<file path="config.mk">
export PLATFORM = sky130hd
export DESIGN_NAME = divider_scheduler
export DESIGN_NICKNAME = d
export VERILOG_FILES = /design/src/rtl/divider_pkg.sv /design/src/rtl/rr_arbiter.sv /design/src/rtl/divider_scheduler.sv
export SDC_FILE = /design/constraint.sdc
export NUM_CORES = 1
export LEC_CHECK = 0
export ABC_AREA = 1
export BUFFER_PORTS_ARGS = -buffer_cell sky130_fd_sc_hd__buf_2
export CAP_MARGIN = 20
export CORE_AREA = 5 5 279 281
export DETAILED_ROUTE_END_ITERATION = 16
export DIE_AREA = 0 0 284 286
export GPL_TIMING_DRIVEN = 1
export MAX_ROUTING_LAYER = met4
export PLACE_DENSITY = 0.38
export SLEW_MARGIN = 40
export SYNTH_ARGS = -nofsm -noshare
export SYNTH_HDL_FRONTEND = slang
export SYNTH_SLANG_ARGS = --single-unit
</file>
<file path="constraint.sdc">
create_clock -name clk -period 5.83 [get_ports clk]
set_input_delay 0.583 -clock clk [delete_from_list [all_inputs] [get_ports clk]]
set_output_delay 0.583 -clock clk [all_outputs]
set_load 0.05 [all_outputs]
</file>
<file path="src/rtl/divider_pkg.sv">
// divider_pkg: shared definitions for the divider scheduler.
//   state_t          - scheduler FSM state encoding
//   DIV0_QUOTIENT    - result returned for a zero divisor
//   TIMEOUT_QUOTIENT - result returned when the divider never answers
//   OPERAND_W        - width of one packed dividend/divisor slot
package divider_pkg;

  typedef enum logic [1:0] {
    S_IDLE    = 2'd0,
    S_ISSUE   = 2'd1,
    S_WAIT    = 2'd2,
    S_RESPOND = 2'd3
  } state_t;

  localparam logic [31:0] DIV0_QUOTIENT    = 32'hFFFF_FFFF;
  localparam logic [31:0] TIMEOUT_QUOTIENT = 32'h0000_0000;
  localparam int unsigned OPERAND_W        = 64;

endpackage

</file>
<file path="src/rtl/rr_arbiter.sv">
// rr_arbiter: round-robin grant among N_REQ requesters.
//   clk, reset - clock and asynchronous active-low reset
//   req        - request vector
//   accept     - grant is taken this cycle; advance the priority pointer
//   grant      - one-hot grant (combinational), zero when no request
// Priority starts at the requester after the last accepted one; after reset
// requester 0 is highest.
module rr_arbiter #(
  parameter int unsigned N_REQ = 4
) (
  input  logic             clk,
  input  logic             reset,
  input  logic [N_REQ-1:0] req,
  input  logic             accept,
  output logic [N_REQ-1:0] grant
);

  localparam int unsigned IDX_W = (N_REQ > 1) ? $clog2(N_REQ) : 1;

  logic [IDX_W-1:0] ptr;
  logic [IDX_W-1:0] next_ptr;
  logic [IDX_W-1:0] idx;
  logic             found;

  always_comb begin
    grant    = '0;
    next_ptr = ptr;
    idx      = '0;
    found    = 1'b0;
    for (int unsigned i = 0; i < N_REQ; i++) begin
      idx = IDX_W'((32'(ptr) + i) % N_REQ);
      if (!found && req[idx]) begin
        found       = 1'b1;
        grant[idx]  = 1'b1;
        next_ptr    = IDX_W'((32'(idx) + 1) % N_REQ);
      end
    end
  end

  always_ff @(posedge clk or negedge reset) begin
    if (!reset) begin
      ptr <= '0;
    end else if (accept && found) begin
      ptr <= next_ptr;
    end
  end

endmodule

</file>
<file path="src/rtl/divider_scheduler.sv">
// divider_scheduler: shares one binary divider among N_REQ requesters.
//   clk, reset                 - clock and asynchronous active-low reset
//   req_valid/req_ready        - per-requester request, one-cycle accept pulse
//   req_dividend/req_divisor   - packed 64-bit operands, slot i at [64*i +: 64]
//   rsp_valid                  - one-cycle result pulse to the owning requester
//   rsp_quotient/rsp_err       - result and error flag, held until next result
//   div_en                     - one-cycle start pulse to the divider
//   g_dividend_Q/g_divider_Q   - operands to the divider, held through the op
//   quotient/done              - divider result and completion
// A zero divisor is answered directly without starting the divider; a divider
// that stays silent for TIMEOUT cycles after the start is answered with an
// error, and any later done is ignored.
module divider_scheduler
  import divider_pkg::*;
#(
  parameter int unsigned N_REQ   = 4,
  parameter int unsigned TIMEOUT = 256
) (
  input  logic                       clk,
  input  logic                       reset,
  input  logic [N_REQ-1:0]           req_valid,
  input  logic [N_REQ*OPERAND_W-1:0] req_dividend,
  input  logic [N_REQ*OPERAND_W-1:0] req_divisor,
  output logic [N_REQ-1:0]           req_ready,
  output logic [N_REQ-1:0]           rsp_valid,
  output logic [31:0]                rsp_quotient,
  output logic                       rsp_err,
  output logic                       div_en,
  output logic [OPERAND_W-1:0]       g_dividend_Q,
  output logic [OPERAND_W-1:0]       g_divider_Q,
  input  logic [31:0]                quotient,
  input  logic                       done
);

  localparam int unsigned CNT_W = (TIMEOUT > 1) ? $clog2(TIMEOUT + 1) : 1;

  state_t               state;
  logic [N_REQ-1:0]     grant;
  logic [N_REQ-1:0]     owner;
  logic [CNT_W-1:0]     wait_cnt;
  logic                 accept;
  logic [OPERAND_W-1:0] sel_dividend;
  logic [OPERAND_W-1:0] sel_divisor;

  assign accept = (state == S_IDLE) && (|req_valid);

  // req_ready is the combinational accept so the pulse lands in the same
  // cycle the grant is decided; it is forced low while reset is held.
  assign req_ready = (accept && reset) ? grant : '0;

  rr_arbiter #(
    .N_REQ (N_REQ)
  ) u_arb (
    .clk    (clk),
    .reset  (reset),
    .req    (req_valid),
    .accept (accept),
    .grant  (grant)
  );

  always_comb begin
    sel_dividend = '0;
    sel_divisor  = '0;
    for (int unsigned i = 0; i < N_REQ; i++) begin
      if (grant[i]) begin
        sel_dividend = req_dividend[OPERAND_W*i +: OPERAND_W];
        sel_divisor  = req_divisor[OPERAND_W*i +: OPERAND_W];
      end
    end
  end

  always_ff @(posedge clk or negedge reset) begin
    if (!reset) begin
      state        <= S_IDLE;
      owner        <= '0;
      rsp_valid    <= '0;
      rsp_quotient <= '0;
      rsp_err      <= 1'b0;
      div_en       <= 1'b0;
      g_dividend_Q <= '0;
      g_divider_Q  <= '0;
      wait_cnt     <= '0;
    end else begin
      div_en    <= 1'b0;
      rsp_valid <= '0;
      case (state)
        S_IDLE: begin
          if (accept) begin
            owner <= grant;
            if (sel_divisor == '0) begin
              rsp_valid    <= grant;
              rsp_quotient <= DIV0_QUOTIENT;
              rsp_err      <= 1'b1;
              state        <= S_RESPOND;
            end else begin
              g_dividend_Q <= sel_dividend;
              g_divider_Q  <= sel_divisor;
              div_en       <= 1'b1;
              state        <= S_ISSUE;
            end
          end
        end
        S_ISSUE: begin
          // Counts cycles since the start pulse; the ISSUE cycle is cycle 0.
          wait_cnt <= CNT_W'(1);
          state    <= S_WAIT;
        end
        S_WAIT: begin
          if (done) begin
            rsp_valid    <= owner;
            rsp_quotient <= quotient;
            rsp_err      <= 1'b0;
            wait_cnt     <= '0;
            state        <= S_RESPOND;
          end else if (wait_cnt >= CNT_W'(TIMEOUT - 1)) begin
            rsp_valid    <= owner;
            rsp_quotient <= TIMEOUT_QUOTIENT;
            rsp_err      <= 1'b1;
            wait_cnt     <= '0;
            state        <= S_RESPOND;
          end else begin
            wait_cnt <= wait_cnt + CNT_W'(1);
          end
        end
        S_RESPOND: begin
          state <= S_IDLE;
        end
        default: begin
          state <= S_IDLE;
        end
      endcase
    end
  end

endmodule

</file>
---- Word level (Yosys, flattened, before mapping) ----
Cells that the tools add are included.
cells by class
  equal/unequal tests ..................... 6
  mux-type cells .......................... 63
  bitwise operators ....................... 4
  add/sub/neg operators ................... 7
  order comparisons ....................... 9
  reduce and logical (&&, ||, !) cells .... 24
operators by type and width
  kind                 number
  $mux 64              8
  $mux 32              4
  $logic_not 64->1     1
  $pmux 32 s2          1
  $mux 4               9
  $mux 1               19
  $mux 9               2
  $pmux 9 s2           1
  $mux 2               8
  $lt 2x3->1 const B   4
  $or 4x4->4           3
  $logic_and 1x1->1    10
  $add 9x1->9 const B  1
  $ge 9x8->1 const B   1
  $add 2x1->2 const B  4
  $bmux 1 s2           4
  $demux 1 s2          4
  $ge 2x1->1 const B   4
  $pmux 2 s4           1
  $pmux 4 s2           1
  $reduce_and 2->1     3
  $add 2x2->2 const B  2
  $eq 2x2->1 const B   2
  $reduce_and 4->1     1
  12 further kinds     15
storage, ports and cells
  register bits ........................... 183
  output and inout port bits .............. 170
  input port bits ......................... 551

---- Longest topological paths before layout ----
  word-level depth ........................ 20
  depth in mapped cells ................... 26
  gate-level depth less buffers ........... 23

---- Modules after synthesis ----
Synthesis repeated with hierarchy kept, for this count alone.
second synthesis, totals
  cells, all modules ...................... 1797
  area, all modules ....................... 12135.4 um^2
modules (own cells, without submodules)
  module             cells each  area an instance (um^2)  times used  sequential area each (um^2)
  divider_scheduler  1713        11646.2                  1           4529.3
  rr_arbiter         84          489.2                    1           50.0

---- Worst setup path after synthesis ----
Ideal clock, no wire load.
  path type ............................... reg-to-output
  from .................................... register u_arb.ptr[0]
  to ...................................... output port req_ready[2]
  arrival ................................. 3.219 ns
  path slack .............................. 2.028 ns
  cell stages (with the launch flop) ...... 16
  cells stage by stage .................... dfrtp_1 inv_2 ha_1 inv_1 nand3_1 nand2_1 nand2_2 nor2_4 nand3_1 nand2_1 buf_2 clkbuf_1 inv_1 clkbuf_1 clkbuf_1 nor2_1
between the ends
  cells in the longest elaborated chain, start to end .. 13
  elaborated cells between the ends (all ways) .. 48
RTL lines
  element                                              line                     text
  from (decl)                                          rr_arbiter.sv:20         logic [IDX_W-1:0] ptr;
  from (signal assigned)                               rr_arbiter.sv:44         ptr <= next_ptr;
  branches (longest 11 deep; another with $lt 2x3->1)  n/a
  $mux 4 *                                             rr_arbiter.sv:32         if (!found && req[idx]) begin
  $mux 4 *                                             divider_scheduler.sv:49  assign req_ready = (accept && reset) ? grant : '0;
  to (decl)                                            divider_scheduler.sv:24  output logic [N_REQ-1:0] req_ready,
Every way passes the cells marked *. The select of a mux whose other input is x is not followed.

---- Final worst setup path ----
  from .................................... register u_arb.ptr[0]
  to ...................................... register g_dividend_Q[29]
between the ends
  cells in the longest elaborated chain, start to end .. 19
  elaborated cells between the ends (all ways) .. 58
RTL lines
  element                                              line                     text
  branches (longest 11 deep; another with $lt 2x3->1)  n/a
  $mux 4 *                                             rr_arbiter.sv:32
  $mux 64 (4 in a row)                                 divider_scheduler.sv:65  if (grant[i]) begin
  $logic_not 64->1                                     divider_scheduler.sv:90  if (sel_divisor == '0) begin
  $not 1->1 (no line)                                  n/a
  $reduce_and 3->1 (no line)                           n/a
  to (signal assigned)                                 divider_scheduler.sv:96  g_dividend_Q <= sel_dividend;
  to (decl)                                            divider_scheduler.sv:29  output logic [OPERAND_W-1:0] g_dividend_Q,
Marks and branches as above.
A chain may end at the register's enable or synchronous reset.

==> run_summary.xml <==
<?xml version="1.0" encoding="UTF-8"?>
<metrics>
  <group name="critical_path">
    <metric name="cp_max_fo" unit="">134</metric>
    <metric name="regToRegEndpoint" unit="">g_dividend_Q[29]</metric>
    <metric name="worstSetupPathType" unit="">reg -&gt; reg</metric>
    <metric name="reg2regPathDepth" unit="">23</metric>
    <metric name="timing.rr.start" unit="">u_arb.ptr[0]</metric>
    <metric name="worst-endpoint-required" unit="ns">6.24</metric>
    <metric name="timing.critical_path.mode_cell" unit="">sky130_fd_sc_hd__nand2_1</metric>
    <metric name="delay_of_the_slowest_cell_on_the_worst_path" unit="ns">0.54</metric>
    <metric name="crit_start_category" unit="">register</metric>
    <metric name="cp_capture_type" unit="">register</metric>
    <metric name="cell_by_cell_listing_of_the_critical_path" unit="">inv_2 &gt; ha_1 &gt; inv_1 &gt; nand3_1 &gt; nand2_1 &gt; nand3_2 &gt; nor2_1 &gt; nor2_1 &gt; nand2_8 &gt; nand2_1 &gt; nand2_1 &gt; nand2_1 &gt; nand2_1 &gt; nand2_1 &gt; nand2_1 &gt; nor2_1 &gt; nand2_1 &gt; nor2_1 &gt; nand2_1 &gt; o21ai_4 &gt; buf_12 &gt; nand2_1 &gt; o21ai_1</metric>
    <metric name="critPathArrivalTime" unit="ns">5.45</metric>
    <metric name="r2r_slack" unit="ns">0.78</metric>
    <metric name="worst_path_max_delay_cell" unit="">sky130_fd_sc_hd__dfrtp_1</metric>
  </group>
  <group name="routing">
    <metric name="wirelength" unit="um">71500</metric>
    <metric name="ant_nets" unit="">0</metric>
    <metric name="drt-wirelength-per-cell" unit="um">20.2</metric>
    <metric name="vias" unit="">15400</metric>
    <metric name="first_pass_iters" unit="">6</metric>
    <metric name="drt_iter0_drc" unit="">890</metric>
    <metric name="vias_cell" unit="">4.35</metric>
    <metric name="route.detailed.drc" unit="">0</metric>
  </group>
  <group name="timing">
    <metric name="finalCriticalPeriod" unit="ns">5.05</metric>
    <metric name="final_hold_viol_count" unit="">0</metric>
    <metric name="fin_setup_tns" unit="ns">0</metric>
    <metric name="timing.final.setup_violations" unit="">0</metric>
    <metric name="slew_headroom" unit="%">43.8</metric>
    <metric name="maxSlewViolCount" unit="">0</metric>
    <metric name="tightestPinTransition" unit="ns">0.835</metric>
    <metric name="timing.fmax" unit="MHz">198</metric>
    <metric name="rsz_0062_raised_after_global_routing" unit="">false</metric>
    <metric name="finClkSkew" unit="ns">0.0136</metric>
    <metric name="timing.final.crit_share" unit="%">86.6</metric>
  </group>
  <group name="floorplanning">
    <metric name="fp.dieArea" unit="um^2">81200</metric>
    <metric name="die_x" unit="um">284</metric>
    <metric name="initial_util" unit="%">16.4</metric>
    <metric name="die-height" unit="um">286</metric>
    <metric name="fp-row-count" unit="">101</metric>
    <metric name="placeableCoreArea" unit="um^2">75200</metric>
    <metric name="pin_count" unit="">721</metric>
  </group>
  <group name="placed_design">
    <metric name="gpl.final_weighted_congestion" unit="">0.943</metric>
    <metric name="hpwl" unit="um">56200</metric>
    <metric name="port_buffers" unit="">720</metric>
  </group>
  <group name="layout">
    <metric name="final_layout_size_suffix_gt1_share" unit="%">31.3</metric>
    <metric name="syn2layout_area_growth" unit="%">41.9</metric>
    <metric name="fin_nets" unit="">3100</metric>
  </group>
  <group name="clock_network">
    <metric name="post_cts.resized_instances" unit="">0</metric>
    <metric name="cts_tree" unit="">yes</metric>
    <metric name="clk_root_buffer_cell" unit="">sky130_fd_sc_hd__clkbuf_16</metric>
    <metric name="cts_made_buffers" unit="">17</metric>
    <metric name="postCtsHoldBufs" unit="">1</metric>
    <metric name="post-cts-setup-buffer-count" unit="">0</metric>
    <metric name="htree_num_levels" unit="">4</metric>
    <metric name="clock_sink_count" unit="">183</metric>
    <metric name="clk-insertion-delay-late" unit="ns">0.49</metric>
    <metric name="clk_path_buf_depth" unit="">2</metric>
    <metric name="clk_transition_reported_paths" unit="ns">0.09</metric>
  </group>
  <group name="global_routing">
    <metric name="via_count_of_the_first_global_routing_pass" unit="">15700</metric>
    <metric name="grt_first_pass_wirelength" unit="um">103000</metric>
    <metric name="grt_max_degree" unit="">136</metric>
    <metric name="grt_overflow" unit="">0</metric>
    <metric name="grt.total_usage" unit="%">17.3</metric>
    <metric name="antenna_found_initial" unit="">18</metric>
  </group>
  <group name="worst_hold_path">
    <metric name="worst_hold_path.endpoint" unit="">g_dividend_Q[58]</metric>
    <metric name="worst_hold_startpoint" unit="">req_dividend[250]</metric>
    <metric name="hold_depth" unit="">3</metric>
    <metric name="worst_min_delay_path_class" unit="">in -&gt; reg</metric>
  </group>
  <group name="outcome">
    <metric name="status" unit="">finished, final reports clean</metric>
  </group>
  <group name="logic_synthesis">
    <metric name="yosys_warnings" unit="">0</metric>
    <metric name="mappedNetlistArea" unit="um^2">12300</metric>
    <metric name="syn-mean-instance-area" unit="um^2">6.43</metric>
    <metric name="syn-num-nets" unit="">2480</metric>
    <metric name="yosys-top-cells-area" unit="">sky130_fd_sc_hd__dfrtp_1 37%, sky130_fd_sc_hd__nand2_1 22%, sky130_fd_sc_hd__a21oi_1 8.0%</metric>
    <metric name="synth_largest_area_cell" unit="">sky130_fd_sc_hd__dfrtp_1</metric>
    <metric name="seq_area_frac_synth" unit="%">37.1</metric>
    <metric name="yosys.area.top_type_share" unit="%">37.1</metric>
    <metric name="ys_types" unit="">32</metric>
    <metric name="count_of_state_elements_after_synthesis" unit="">183</metric>
    <metric name="gate_count_post_synth" unit="">1919</metric>
  </group>
  <group name="flow_run">
    <metric name="timing.max_cap.violations" unit="">0</metric>
  </group>
</metrics>
==> layout by cell type, fill, tap and decap left out, types with 6 or more instances in the layout <==
cell type	n
sky130_fd_sc_hd__diode_2	18
sky130_fd_sc_hd__or2_1	31
sky130_fd_sc_hd__inv_1	92
sky130_fd_sc_hd__o21ai_0	53
sky130_fd_sc_hd__ha_1	10
sky130_fd_sc_hd__buf_4	18
sky130_fd_sc_hd__a22oi_1	64
sky130_fd_sc_hd__nor2_1	168
sky130_fd_sc_hd__buf_12	6
sky130_fd_sc_hd__buf_2	719
sky130_fd_sc_hd__nand3_1	114
sky130_fd_sc_hd__clkbuf_16	17
sky130_fd_sc_hd__nand2_1	705
sky130_fd_sc_hd__dfrtp_1	183
sky130_fd_sc_hd__o21ai_1	112
sky130_fd_sc_hd__a21oi_1	195
sky130_fd_sc_hd__nor3_1	6
==> worst max path at each step <==
| stage | from | to | slack, ns |
|---|---|---|---|
| finish | u_arb.ptr[0] | g_dividend_Q[29] | 0.78 |
| global route | u_arb.ptr[0] | g_dividend_Q[61] | 0.20 |
| CTS | u_arb.ptr[0] | rsp_quotient[18] | 0.74 |
| detailed placement | u_arb.ptr[0] | g_dividend_Q[29] | 0.77 |
| global placement | u_arb.ptr[0] | rsp_quotient[16] | 0.67 |
| floorplan | u_arb.ptr[0] | req_ready[2] | 2.03 |
==> metrics by stage <==
stage | cell area (um^2) | setup slack [ns] | hold WS, ns | util [%] | std cells
global route | 17500 | 0.198 | 0.353 | 23.3 | 3546
global placement | 16800 | 0.668 | 0.452 | 22.4 | 3497
finish | 17500 | 0.782 | 0.390 | 23.3 | 3548
detailed placement | 16800 | 0.766 | 0.454 | 22.4 | 3497
CTS | 17500 | 0.744 | 0.336 | 23.2 | 3530
floorplan | 12300 | 2.03 | 0.287 | - | 1919
==> cells in the mapped netlist <==
cell type and number:
sky130_fd_sc_hd__inv_1 93, sky130_fd_sc_hd__nor3_1 6, sky130_fd_sc_hd__a21oi_1 196, sky130_fd_sc_hd__clkbuf_1 68, sky130_fd_sc_hd__xor2_1 5, sky130_fd_sc_hd__nand2_2 2
sky130_fd_sc_hd__a311oi_1 1, sky130_fd_sc_hd__or2_0 1, sky130_fd_sc_hd__o21a_1 1, sky130_fd_sc_hd__nor2_1 168, sky130_fd_sc_hd__or2_2 5, sky130_fd_sc_hd__o32ai_1 1
sky130_fd_sc_hd__buf_2 30, sky130_fd_sc_hd__or2_1 31, sky130_fd_sc_hd__buf_1 25, sky130_fd_sc_hd__o21bai_1 1, sky130_fd_sc_hd__o22a_1 1, sky130_fd_sc_hd__nand3_1 114
sky130_fd_sc_hd__o21ai_1 111, sky130_fd_sc_hd__buf_4 23, sky130_fd_sc_hd__nor2_4 1, sky130_fd_sc_hd__o22ai_1 5, sky130_fd_sc_hd__a22oi_1 64, sky130_fd_sc_hd__o21ai_2 1
sky130_fd_sc_hd__inv_2 4, sky130_fd_sc_hd__o21ai_0 54, sky130_fd_sc_hd__dfrtp_1 183, sky130_fd_sc_hd__nand2_1 709, sky130_fd_sc_hd__nand4_1 3, sky130_fd_sc_hd__a41oi_1 1
sky130_fd_sc_hd__ha_1 10, sky130_fd_sc_hd__nand3_2 1
==> worst max-delay path, delay by kind of cell (launching register included) <==
kind,cells,cell delay (ns)
AND/OR/NAND/NOR,17,2.66
buffers and inverters,3,0.68
flip-flops,1,0.54
adder cells (fa/ha/maj),1,0.40
AO/OA/AOI/OAI,2,0.37
==> cells by family (layout without fill, tap and decap cells) <==
family / count (synthesis) / in the layout / synth area share (%)
and+or+nand+nor: 1041 / 1041 / 33.9
xor gates and xnor gates: 5 / 5 / 0.355
DFF: 183 / 183 / 37.1
adders and majority gates: 10 / 10 / 1.01
buffers and inverters: 243 / 876 / 8.40
other: 0 / 18 / 0
AOI/OAI and AO/OA: 437 / 437 / 19.3
==> layout make-up <==
type                            instances  area (um^2)
Multi-Input combinational cell       1493         6770
Inverter                               97          367
Clock inverter                         15          190
Clock buffer                           17          425
Timing Repair Buffer                  747         3900
Antenna cell                           18         45.0
Sequential cell                       183         4580
Fill cell                            8692        57700
Tap cell                              978         1220
==> layer usage <==
layer	global-route usage [%]	routed length, um	share of wire (%)	up-vias
li1	-	-	-	7482
met1	20.4	29700	42	7239
met2	28.2	34300	48	631
met3	4.91	5270	7.4	81
met4	6.63	2230	3.1	0
met5	-	0	0	-
==> registers in the layout (all words and copies together) (netlist names), 2 cells and up <==
| signal | cells |
|---|---|
| g_dividend_Q | 64 |
| g_divider_Q | 64 |
| rsp_quotient | 32 |
| wait_cnt | 9 |
| owner | 4 |
| rsp_valid | 4 |
| state | 2 |
| u_arb.ptr | 2 |
Power is left out: the tool's default activity adds up to more than one toggle a clock period on the data nets, which glitch-free logic cannot reach.
